### src/rtl/adder_pkg.sv
// adder_pkg: shared types, slice sizing and signed limit helpers for pipelined_carry_adder
package adder_pkg;
    localparam int MAX_WIDTH = 1024;

    // Per-stage control travelling alongside the skewed operands.
    typedef struct packed {
        logic valid;
        logic carry;
    } stage_ctl_t;

    function automatic int chunk_width(input int width, input int stages);
        return width / stages;
    endfunction

    function automatic bit params_legal(input int width, input int stages);
        return width >= 2 && stages >= 1 && stages <= width && width % stages == 0;
    endfunction

    function automatic logic [MAX_WIDTH-1:0] signed_min(input int width);
        logic [MAX_WIDTH-1:0] m;
        m = '0;
        m[width-1] = 1'b1;
        return m;
    endfunction

    function automatic logic [MAX_WIDTH-1:0] signed_max(input int width);
        return signed_min(width) - MAX_WIDTH'(1);
    endfunction
endpackage

### src/rtl/pipelined_carry_adder_if.sv
// pipelined_carry_adder_if: operand/result handshake bundle for pipelined_carry_adder
// master drives in_valid/a/b/Cin/sub/out_ready; slave drives in_ready/out_valid/S/Cout/posOverflow/negOverflow.
interface pipelined_carry_adder_if #(
    parameter int WIDTH = 32
);
    logic             in_valid;
    logic             in_ready;
    logic [WIDTH-1:0] a;
    logic [WIDTH-1:0] b;
    logic             Cin;
    logic             sub;
    logic             out_valid;
    logic             out_ready;
    logic [WIDTH-1:0] S;
    logic             Cout;
    logic             posOverflow;
    logic             negOverflow;

    modport master (
        output in_valid, a, b, Cin, sub, out_ready,
        input  in_ready, out_valid, S, Cout, posOverflow, negOverflow
    );

    modport slave (
        input  in_valid, a, b, Cin, sub, out_ready,
        output in_ready, out_valid, S, Cout, posOverflow, negOverflow
    );
endinterface

### src/rtl/adder_chunk_slice.sv
// adder_chunk_slice: combinational W-bit ripple-carry slice
// Ports: a_i, b_i (W bits), ci_i carry-in; s_o (W bits) sum, co_o carry-out.
module adder_chunk_slice #(
    parameter int W = 8
) (
    input  logic [W-1:0] a_i,
    input  logic [W-1:0] b_i,
    input  logic         ci_i,
    output logic [W-1:0] s_o,
    output logic         co_o
);
    logic [W:0] c;

    always_comb begin
        c = '0;
        s_o = '0;
        c[0] = ci_i;
        for (int i = 0; i < W; i++) begin
            s_o[i] = a_i[i] ^ b_i[i] ^ c[i];
            c[i+1] = (a_i[i] & b_i[i]) | (c[i] & (a_i[i] ^ b_i[i]));
        end
    end

    assign co_o = c[W];
endmodule

### src/rtl/pipelined_carry_adder.sv
// pipelined_carry_adder: WIDTH-bit add/subtract split into STAGES registered ripple slices
// Ports: clk; rst (synchronous, active-high); bus (slave modport) carrying
//        in_valid/in_ready/a/b/Cin/sub and out_valid/out_ready/S/Cout/posOverflow/negOverflow.
// Option: define PIPELINED_CARRY_ADDER_SATURATE_EN to clamp S to signed max/min on overflow.
module pipelined_carry_adder
    import adder_pkg::*;
#(
    parameter int WIDTH  = 32,
    parameter int STAGES = 4
) (
    input logic                   clk,
    input logic                   rst,
    pipelined_carry_adder_if.slave bus
);
    localparam int CHUNK = chunk_width(WIDTH, STAGES);

    if (!params_legal(WIDTH, STAGES)) begin : g_bad_params
        $error("pipelined_carry_adder: WIDTH must be >= 2 and a multiple of STAGES, 1 <= STAGES <= WIDTH");
    end

    logic             advance;
    logic             out_valid_q;
    logic             cout_q;
    logic             pos_q;
    logic             neg_q;
    logic [WIDTH-1:0] sum_q;

    // Global stall: every stage moves only when the output slot can be refilled.
    assign advance         = !out_valid_q || bus.out_ready;
    assign bus.in_ready    = advance;
    assign bus.out_valid   = out_valid_q;
    assign bus.S           = sum_q;
    assign bus.Cout        = cout_q;
    assign bus.posOverflow = pos_q;
    assign bus.negOverflow = neg_q;

    // Stage k consumes the lowest CHUNK bits of the operands still pending; the
    // unconsumed upper bits shrink stage by stage, and the finished sum grows,
    // so the operand MSBs (signs) arrive at the last stage in a_w/bx_w[CHUNK-1].
    for (genvar k = 0; k < STAGES; k++) begin : g_stage
        localparam int DONE = k * CHUNK;
        localparam int REM  = WIDTH - DONE;
        logic [REM-1:0]        a_w;
        logic [REM-1:0]        bx_w;
        stage_ctl_t            ctl_w;
        logic [CHUNK-1:0]      sc;
        logic                  co;
        logic [DONE+CHUNK-1:0] s_w;

        adder_chunk_slice #(.W(CHUNK)) u_slice (
            .a_i  (a_w[CHUNK-1:0]),
            .b_i  (bx_w[CHUNK-1:0]),
            .ci_i (ctl_w.carry),
            .s_o  (sc),
            .co_o (co)
        );

        if (k == 0) begin : g_in
            // Subtract as a + ~b + ~Cin.
            assign a_w   = bus.a;
            assign bx_w  = bus.b ^ {WIDTH{bus.sub}};
            assign ctl_w = {bus.in_valid, bus.sub ^ bus.Cin};
            assign s_w   = sc;
        end else begin : g_chain
            assign a_w   = g_stage[k-1].g_reg.a_q;
            assign bx_w  = g_stage[k-1].g_reg.bx_q;
            assign ctl_w = g_stage[k-1].g_reg.ctl_q;
            assign s_w   = {sc, g_stage[k-1].g_reg.s_q};
        end

        if (k < STAGES - 1) begin : g_reg
            stage_ctl_t            ctl_q;
            logic [REM-CHUNK-1:0]  a_q;
            logic [REM-CHUNK-1:0]  bx_q;
            logic [DONE+CHUNK-1:0] s_q;

            always_ff @(posedge clk) begin
                if (rst)
                    ctl_q <= '0;
                else if (advance)
                    ctl_q <= '{valid: ctl_w.valid, carry: co};
                if (advance) begin
                    a_q  <= a_w[REM-1:CHUNK];
                    bx_q <= bx_w[REM-1:CHUNK];
                    s_q  <= s_w;
                end
            end
        end else begin : g_out
            logic             pos_d;
            logic             neg_d;
            logic [WIDTH-1:0] s_d;

            assign pos_d = !a_w[CHUNK-1] && !bx_w[CHUNK-1] && s_w[WIDTH-1];
            assign neg_d = a_w[CHUNK-1] && bx_w[CHUNK-1] && !s_w[WIDTH-1];
`ifdef PIPELINED_CARRY_ADDER_SATURATE_EN
            assign s_d = pos_d ? WIDTH'(signed_max(WIDTH)) : neg_d ? WIDTH'(signed_min(WIDTH)) : s_w;
`else
            assign s_d = s_w;
`endif

            // Result fields only load with a valid slot, so they hold through bubbles.
            always_ff @(posedge clk) begin
                if (rst) begin
                    out_valid_q <= 1'b0;
                    sum_q       <= '0;
                    cout_q      <= 1'b0;
                    pos_q       <= 1'b0;
                    neg_q       <= 1'b0;
                end else if (advance) begin
                    out_valid_q <= ctl_w.valid;
                    if (ctl_w.valid) begin
                        sum_q  <= s_d;
                        cout_q <= co;
                        pos_q  <= pos_d;
                        neg_q  <= neg_d;
                    end
                end
            end
        end
    end
endmodule
### src/flat_wrapper.sv
// flat-port wrapper written by rule: the top's interface ports become plain ports
module pipelined_carry_adder_flat import adder_pkg::*;
#(
    parameter int WIDTH  = 32,
    parameter int STAGES = 4
)
  (clk, rst, bus_in_valid, bus_a, bus_b, bus_Cin, bus_sub, bus_out_ready, bus_in_ready, bus_out_valid, bus_S, bus_Cout, bus_posOverflow, bus_negOverflow);
  pipelined_carry_adder_if #(.WIDTH(WIDTH)) bus_i ();
  input logic clk;
  input logic rst;
  input wire logic [$bits(bus_i.in_valid)-1:0] bus_in_valid;
  input wire logic [$bits(bus_i.a)-1:0] bus_a;
  input wire logic [$bits(bus_i.b)-1:0] bus_b;
  input wire logic [$bits(bus_i.Cin)-1:0] bus_Cin;
  input wire logic [$bits(bus_i.sub)-1:0] bus_sub;
  input wire logic [$bits(bus_i.out_ready)-1:0] bus_out_ready;
  output wire logic [$bits(bus_i.in_ready)-1:0] bus_in_ready;
  output wire logic [$bits(bus_i.out_valid)-1:0] bus_out_valid;
  output wire logic [$bits(bus_i.S)-1:0] bus_S;
  output wire logic [$bits(bus_i.Cout)-1:0] bus_Cout;
  output wire logic [$bits(bus_i.posOverflow)-1:0] bus_posOverflow;
  output wire logic [$bits(bus_i.negOverflow)-1:0] bus_negOverflow;
  assign bus_i.in_valid = bus_in_valid;
  assign bus_i.a = bus_a;
  assign bus_i.b = bus_b;
  assign bus_i.Cin = bus_Cin;
  assign bus_i.sub = bus_sub;
  assign bus_i.out_ready = bus_out_ready;
  assign bus_in_ready = bus_i.in_ready;
  assign bus_out_valid = bus_i.out_valid;
  assign bus_S = bus_i.S;
  assign bus_Cout = bus_i.Cout;
  assign bus_posOverflow = bus_i.posOverflow;
  assign bus_negOverflow = bus_i.negOverflow;
  pipelined_carry_adder #(.WIDTH(WIDTH), .STAGES(STAGES)) u_core (.clk(clk), .rst(rst), .bus(bus_i));
endmodule
### config.mk
export PLATFORM = sky130hd
export DESIGN_NAME = pipelined_carry_adder_flat
export DESIGN_NICKNAME = d
export VERILOG_FILES = /design/src/rtl/adder_pkg.sv /design/src/rtl/pipelined_carry_adder_if.sv /design/src/rtl/adder_chunk_slice.sv /design/src/rtl/pipelined_carry_adder.sv /design/src/flat_wrapper.sv
export SDC_FILE = /design/constraint.sdc
export NUM_CORES = 1
export LEC_CHECK = 0
export BUFFER_PORTS_ARGS = -buffer_cell sky130_fd_sc_hd__buf_2
export CORE_MARGIN = 4
export CORE_UTILIZATION = 60
export DETAILED_ROUTE_END_ITERATION = 8
export MAX_ROUTING_LAYER = met4
export PLACE_DENSITY = 0.84
export SYNTH_ARGS = -nofsm -noshare
export SYNTH_HDL_FRONTEND = slang
export SYNTH_SLANG_ARGS = --single-unit
### constraint.sdc
create_clock -name clk -period 6.2 [get_ports clk]
set_input_delay 0.31 -clock clk [delete_from_list [all_inputs] [get_ports clk]]
set_output_delay 0.31 -clock clk [all_outputs]
set_load 0.02 [all_outputs]
=== After elaboration in Yosys (flattened, before gate mapping) ===
Cells that the tools add are included.

* Bits in registers: 186
* Logic and storage cells: 192

* Bitwise gates (word level): 162
* Reductions and logical operators: 10

{| class="wikitable"
|+ Operators by type and width
! kind !! count
|-
| $xor 1x1->1 || 65
|-
| $and 1x1->1 || 64
|-
| $or 1x1->1 || 32
|-
| $xor 32x32->32 || 1
|-
| $logic_and 1x1->1 || 4
|-
| $logic_not 1->1 || 4
|-
| $reduce_and 2->1 || 1
|-
| $logic_or 1x1->1 || 1
|}

=== Depth between registers and ports, before layout ===
* Depth after elaboration: 18
* Gate-level depth with buffers: 16
* Depth with buffers taken out: 14

=== By module ===
From an unflattened synthesis, not the netlist that was laid out.

* Cell total of the unflattened synthesis: 445
* Area, all modules: 6985.4 um^2

{| class="wikitable"
|+ By module, submodules not included
! module !! instances !! cells each !! area each (um^2) !! seq. area each (um^2)
|-
| pipelined_carry_adder || 1 || 373 || 6194.7 || 5165.0
|-
| adder_chunk_slice || 4 || 18 || 197.7 || 0.0
|}

=== Worst setup path after synthesis ===
Ideal clock, no wire load.

* Path kind: register -> register
* Start point: register u_core.g_stage[2].g_reg.bx_q[0]
* End point: register u_core.pos_q (netlist: u_core.bus.posOverflow)
* Arrival time: 4.041 ns
* Data required time: 6.130 ns
* Path slack: 2.089 ns
* Cell stages (with the launch flop): 14
* Buffers on the path: 0
* Clock period less this slack: 4.111 ns
* Cells stage by stage: edfxtp_1 fa_1 fa_1 fa_1 fa_1 fa_1 inv_1 fa_1 inv_1 fa_1 inv_1 fa_1 nand4b_1 a21oi_1

* Word-level cells in the longest chain between the ends: 17
* Elaborated cells between the ends (all ways): 18
* Those cells by class: bitwise: 17; reduce/logical: 1

{| class="wikitable"
|+ RTL lines
! item !! RTL line !! RTL
|-
| start: declaration || pipelined_carry_adder.sv:74 || <nowiki>logic [REM-CHUNK-1:0] bx_q;</nowiki>
|-
| start signal: assignment || pipelined_carry_adder.sv:84 || <nowiki>bx_q <= bx_w[REM-1:CHUNK];</nowiki>
|-
| $xor 1x1->1 || adder_chunk_slice.sv:20 || <nowiki>c[i+1] = (a_i[i] & b_i[i]) | (c[i] & (a_i[i] ^ b_i[i]));</nowiki>
|-
| $and 1x1->1 || adder_chunk_slice.sv:20 ||
|-
| $or 1x1->1 * || adder_chunk_slice.sv:20 ||
|-
| $and 1x1->1 * || adder_chunk_slice.sv:20 ||
|-
| $or 1x1->1 * || adder_chunk_slice.sv:20 ||
|-
| $and 1x1->1 * || adder_chunk_slice.sv:20 ||
|-
| $or 1x1->1 * || adder_chunk_slice.sv:20 ||
|-
| $and 1x1->1 * || adder_chunk_slice.sv:20 ||
|-
| $or 1x1->1 * || adder_chunk_slice.sv:20 ||
|-
| $and 1x1->1 * || adder_chunk_slice.sv:20 ||
|-
| $or 1x1->1 * || adder_chunk_slice.sv:20 ||
|-
| $and 1x1->1 * || adder_chunk_slice.sv:20 ||
|-
| $or 1x1->1 * || adder_chunk_slice.sv:20 ||
|-
| $and 1x1->1 * || adder_chunk_slice.sv:20 ||
|-
| $or 1x1->1 * || adder_chunk_slice.sv:20 ||
|-
| $xor 1x1->1 * || adder_chunk_slice.sv:19 || <nowiki>s_o[i] = a_i[i] ^ b_i[i] ^ c[i];</nowiki>
|-
| $logic_and 1x1->1 * || pipelined_carry_adder.sv:93 || <nowiki>assign pos_d = !a_w[CHUNK-1] && !bx_w[CHUNK-1] && s_w[WIDTH-1];</nowiki>
|-
| end signal: assignment || pipelined_carry_adder.sv:114 || <nowiki>pos_q <= pos_d;</nowiki>
|-
| end: declaration || pipelined_carry_adder.sv:24 || <nowiki>logic pos_q;</nowiki>
|}

Mark *: on every way between the ends. The rest lies on a longest branch, timed or not.
A chain may end at the register's enable or synchronous reset.

=== Worst setup path in the final report ===
Same ends and word-level chain as after synthesis.

==> results.sh <==
export IMPL_status="completed"
export IMPL_yosysWarnings=0
export IMPL_synth_xor_area_share=0.0411
export IMPL_fmax_ghz=0.231
export IMPL_hold_end="u_core.g_stage[0].g_reg.a_q[18]"
export IMPL_cts_resized=0
export IMPL_io_pins=107
export IMPL_grt_pass1_vias=3717
export IMPL_clkSinkCount=186
export IMPL_ant_nets=0
export IMPL_reg2reg_to="u_core.bus.posOverflow"
export IMPL_hp_start="bus_a[26]"
export IMPL_syn_area_um2=7030
export IMPL_grt_pass1_wl_um=17400
export IMPL_synthAdderAreaFrac=0.0947
export IMPL_crit_required_ps=6550
export IMPL_worst_path_max_delay_cell="fa_1"
export IMPL_slew_violations=0
export IMPL_syn2layout_area_growth_pct=16.9
export IMPL_rows=39
export IMPL_r2r_slack_ps=1870
export IMPL_die_y_um=116
export IMPL_final_nets=649
export IMPL_critPathMaxStageDelay_ps=460
export IMPL_grt_usage=0.179
export IMPL_cts_tree="built"
export IMPL_drv_cap=0
export IMPL_htree_levels=4
export IMPL_syn_num_nets=545
export IMPL_critPathTopFamily="adder cells"
export IMPL_cts_hold_buf=0
export IMPL_finalClockSkew_ps=10.2
export IMPL_drc=0
export IMPL_crit_arrival_ps=4680
export IMPL_cp_cell_sequence="fa_1, fa_1, fa_1, fa_1, fa_1, inv_1, fa_1, inv_1, fa_1, inv_1, fa_1, nand4b_1, a21oi_1"
export IMPL_leakagePower_nw=3.33
export IMPL_synth_compound_area_frac=0.0561
export IMPL_synth_top_family_by_area="adder cells"
export IMPL_port_buffers=106
export IMPL_hpwl_um=7010
export IMPL_path_max_fanout=3
export IMPL_core_area_um2=11400
export IMPL_dieWidth_um=116
export IMPL_finalCritPeriodShare=0.698
export IMPL_die_area_um2=13500
export IMPL_tightest_slew_ps=969
export IMPL_antenna_found_initial=0
export IMPL_endpoint_kind="flop"
export IMPL_cp_num_buf_inv=3
export IMPL_grt_max_degree=123
export IMPL_place_ws_ps=1910
export IMPL_vias=3610
export IMPL_finalCriticalPeriod_ps=4330
export IMPL_finalSetupViolCount=0
export IMPL_slew_headroom=0.354
export IMPL_synth_seq_cells=186
export IMPL_ys_types=26
export IMPL_seq_area_frac_synth=0.735
export IMPL_postCtsSetupBuffers=0
export IMPL_yosys_area_share_simple=0.0326
export IMPL_hold_depth=1
export IMPL_multi_input_area_um2=1580
export IMPL_r2r_start="u_core.g_stage[2].g_reg.bx_q[0]"
export IMPL_hold_viol=0
export IMPL_setup_tns_ps=0
export IMPL_worstSetupPathType="reg2reg"
export IMPL_clockRootBuffer="clkbuf_16"
export IMPL_wirelength_um=10800
export IMPL_r2r_cells=13
export IMPL_gp_congestion=0.850
export IMPL_vdd_drop_max_mv=0.228
export IMPL_cts_buffer_depth=2
export IMPL_register_area_um2=5160
export IMPL_synth_cells=441
export IMPL_timing_final_ws_setup_ps=1870
export IMPL_gr_total_overflow=0
export IMPL_synthMuxAreaShare=0
export IMPL_hp_class="in2reg"
export IMPL_fill_cells=762
export IMPL_cts_buffers=17
export IMPL_start_util=0.615
export IMPL_wl_per_cell_um=15.3
export IMPL_clock_latency_ps=420
export IMPL_crit_top_cell="fa_1"
export IMPL_avgSynthCellArea_um2=15.9
export IMPL_drt_vias_per_instance=5.15
export IMPL_drive_gt1_frac=0.253
export IMPL_start_kind="flop"
export IMPL_dr_pass1_iters=5
export IMPL_drt_iter0_drc=328
export IMPL_antenna_cells=0
export IMPL_clk_pin_slew_worst_paths_ps=60
export IMPL_power_density_nw_per_um2=344
export IMPL_grt_setup_unrepaired="no"
==> state kept, by name (all words and copies together) (netlist names) <==
name,flops
u_core.g_stage.g_reg.bx_q,48
u_core.g_stage.g_reg.ctl_q,6
u_core.bus.out_valid,1
u_core.bus.S,32
u_core.bus.posOverflow,1
u_core.g_stage.g_reg.a_q,48
u_core.bus.negOverflow,1
u_core.g_stage.g_reg.s_q,48
u_core.bus.Cout,1
==> area by class of cell <==
class                   count  share of cell area
clock buffers              19              0.0527
clock inverters            13              0.0177
inverters                  42              0.0198
multi-input cells         189               0.192
flip-flops and latches    186               0.629
well taps                 143              0.0218
repair buffers            109              0.0673
==> placed cells by master, fill, tap and decap left out, types with 17 or more instances in the layout <==
cell / netlist / final
edfxtp_1: 144 / 144
buf_2: 7 / 106
dfxtp_1: 42 / 42
inv_1: 40 / 40
a21oi_1: 40 / 40
o21ai_0: 33 / 33
fa_1: 32 / 32
nand3_1: 30 / 30
xor2_1: 26 / 26
clkbuf_16: 0 / 17
==> kinds of logic (layout without fill, tap and decap cells) <==
| kind of cell | Yosys count | after routing |
|---|---|---|
| buf+inv | 66 | 183 |
| fa+ha+maj | 34 | 34 |
| flops | 186 | 186 |
| simple gates | 45 | 45 |
| compound gates | 77 | 77 |
| xor+xnor | 33 | 33 |
==> Yosys cell counts <==
cell | instances | area (µm²)
xor2_1 | 26 | 228
buf_2 | 7 | 35.0
inv_1 | 40 | 150
nand2_1 | 8 | 30.0
clkbuf_1 | 8 | 30.0
xnor2_1 | 7 | 61.3
fa_1 | 32 | 641
buf_1 | 1 | 3.75
buf_6 | 1 | 11.3
clkbuf_2 | 3 | 15.0
nand3_1 | 30 | 150
nor2b_4 | 1 | 13.8
dfxtp_1 | 42 | 841
nand4b_1 | 1 | 8.76
a311oi_1 | 1 | 8.76
a21oi_1 | 40 | 200
or3_1 | 2 | 12.5
ha_1 | 2 | 25.0
o21ai_1 | 1 | 5.00
buf_4 | 4 | 30.0
a211oi_1 | 2 | 15.0
o21ai_0 | 33 | 165
nand4_1 | 1 | 6.26
nor2_1 | 2 | 7.51
inv_2 | 2 | 7.51
edfxtp_1 | 144 | 4320
==> power breakdown <==
group | leakage, nW | switching [mW] | internal (mW)
sequential | 1.86 | 0.0535 | 1.54
combinational | 1.19 | 0.109 | 0.0828
clock | 0.276 | 0.440 | 0.597
total | 3.33 | 0.602 | 2.22
==> through the flow <==
stage | cell area [µm²] | utilization | total power, mW | hold WS (ps) | std cells
6_report | 8220 | 0.719 | 2.82 | 57.7 | 701
5_1_grt | 8220 | 0.719 | 2.95 | 35.2 | 701
4_1_cts | 8220 | 0.719 | 2.85 | 36.4 | 701
3_5_place_dp | 7640 | 0.669 | 1.82 | 405 | 669
3_3_place_gp | 7640 | 0.669 | 1.79 | 402 | 669
2_1_floorplan | 7030 | - | 1.73 | 400 | 441
==> worst max path at each step <==
stage | slack, ps | end | startpoint | cells after the start
after floorplan | 2090 | u_core.bus.posOverflow | u_core.g_stage[2].g_reg.bx_q[0] | 13
after detailed placement | 1910 | u_core.bus.posOverflow | u_core.g_stage[2].g_reg.bx_q[0] | 13
after CTS | 1840 | u_core.bus.posOverflow | u_core.g_stage[2].g_reg.bx_q[0] | 13
after global routing | 1650 | u_core.bus.posOverflow | u_core.g_stage[2].g_reg.bx_q[0] | 13
final | 1870 | u_core.bus.posOverflow | u_core.g_stage[2].g_reg.bx_q[0] | 13
after global placement | 1960 | u_core.bus.posOverflow | u_core.g_stage[2].g_reg.bx_q[0] | 13
==> per-layer routing <==
metal | wire length [µm] | track usage | share of wire | vias up
li1 | - | - | - | 1742
met1 | 4180 | 0.201 | 0.39 | 1737
met2 | 5620 | 0.294 | 0.52 | 108
met3 | 671 | 0.0539 | 0.062 | 23
met4 | 291 | 0.0874 | 0.027 | 0
met5 | 0 | - | 0 | -
(Power assumes the default switching activity.)
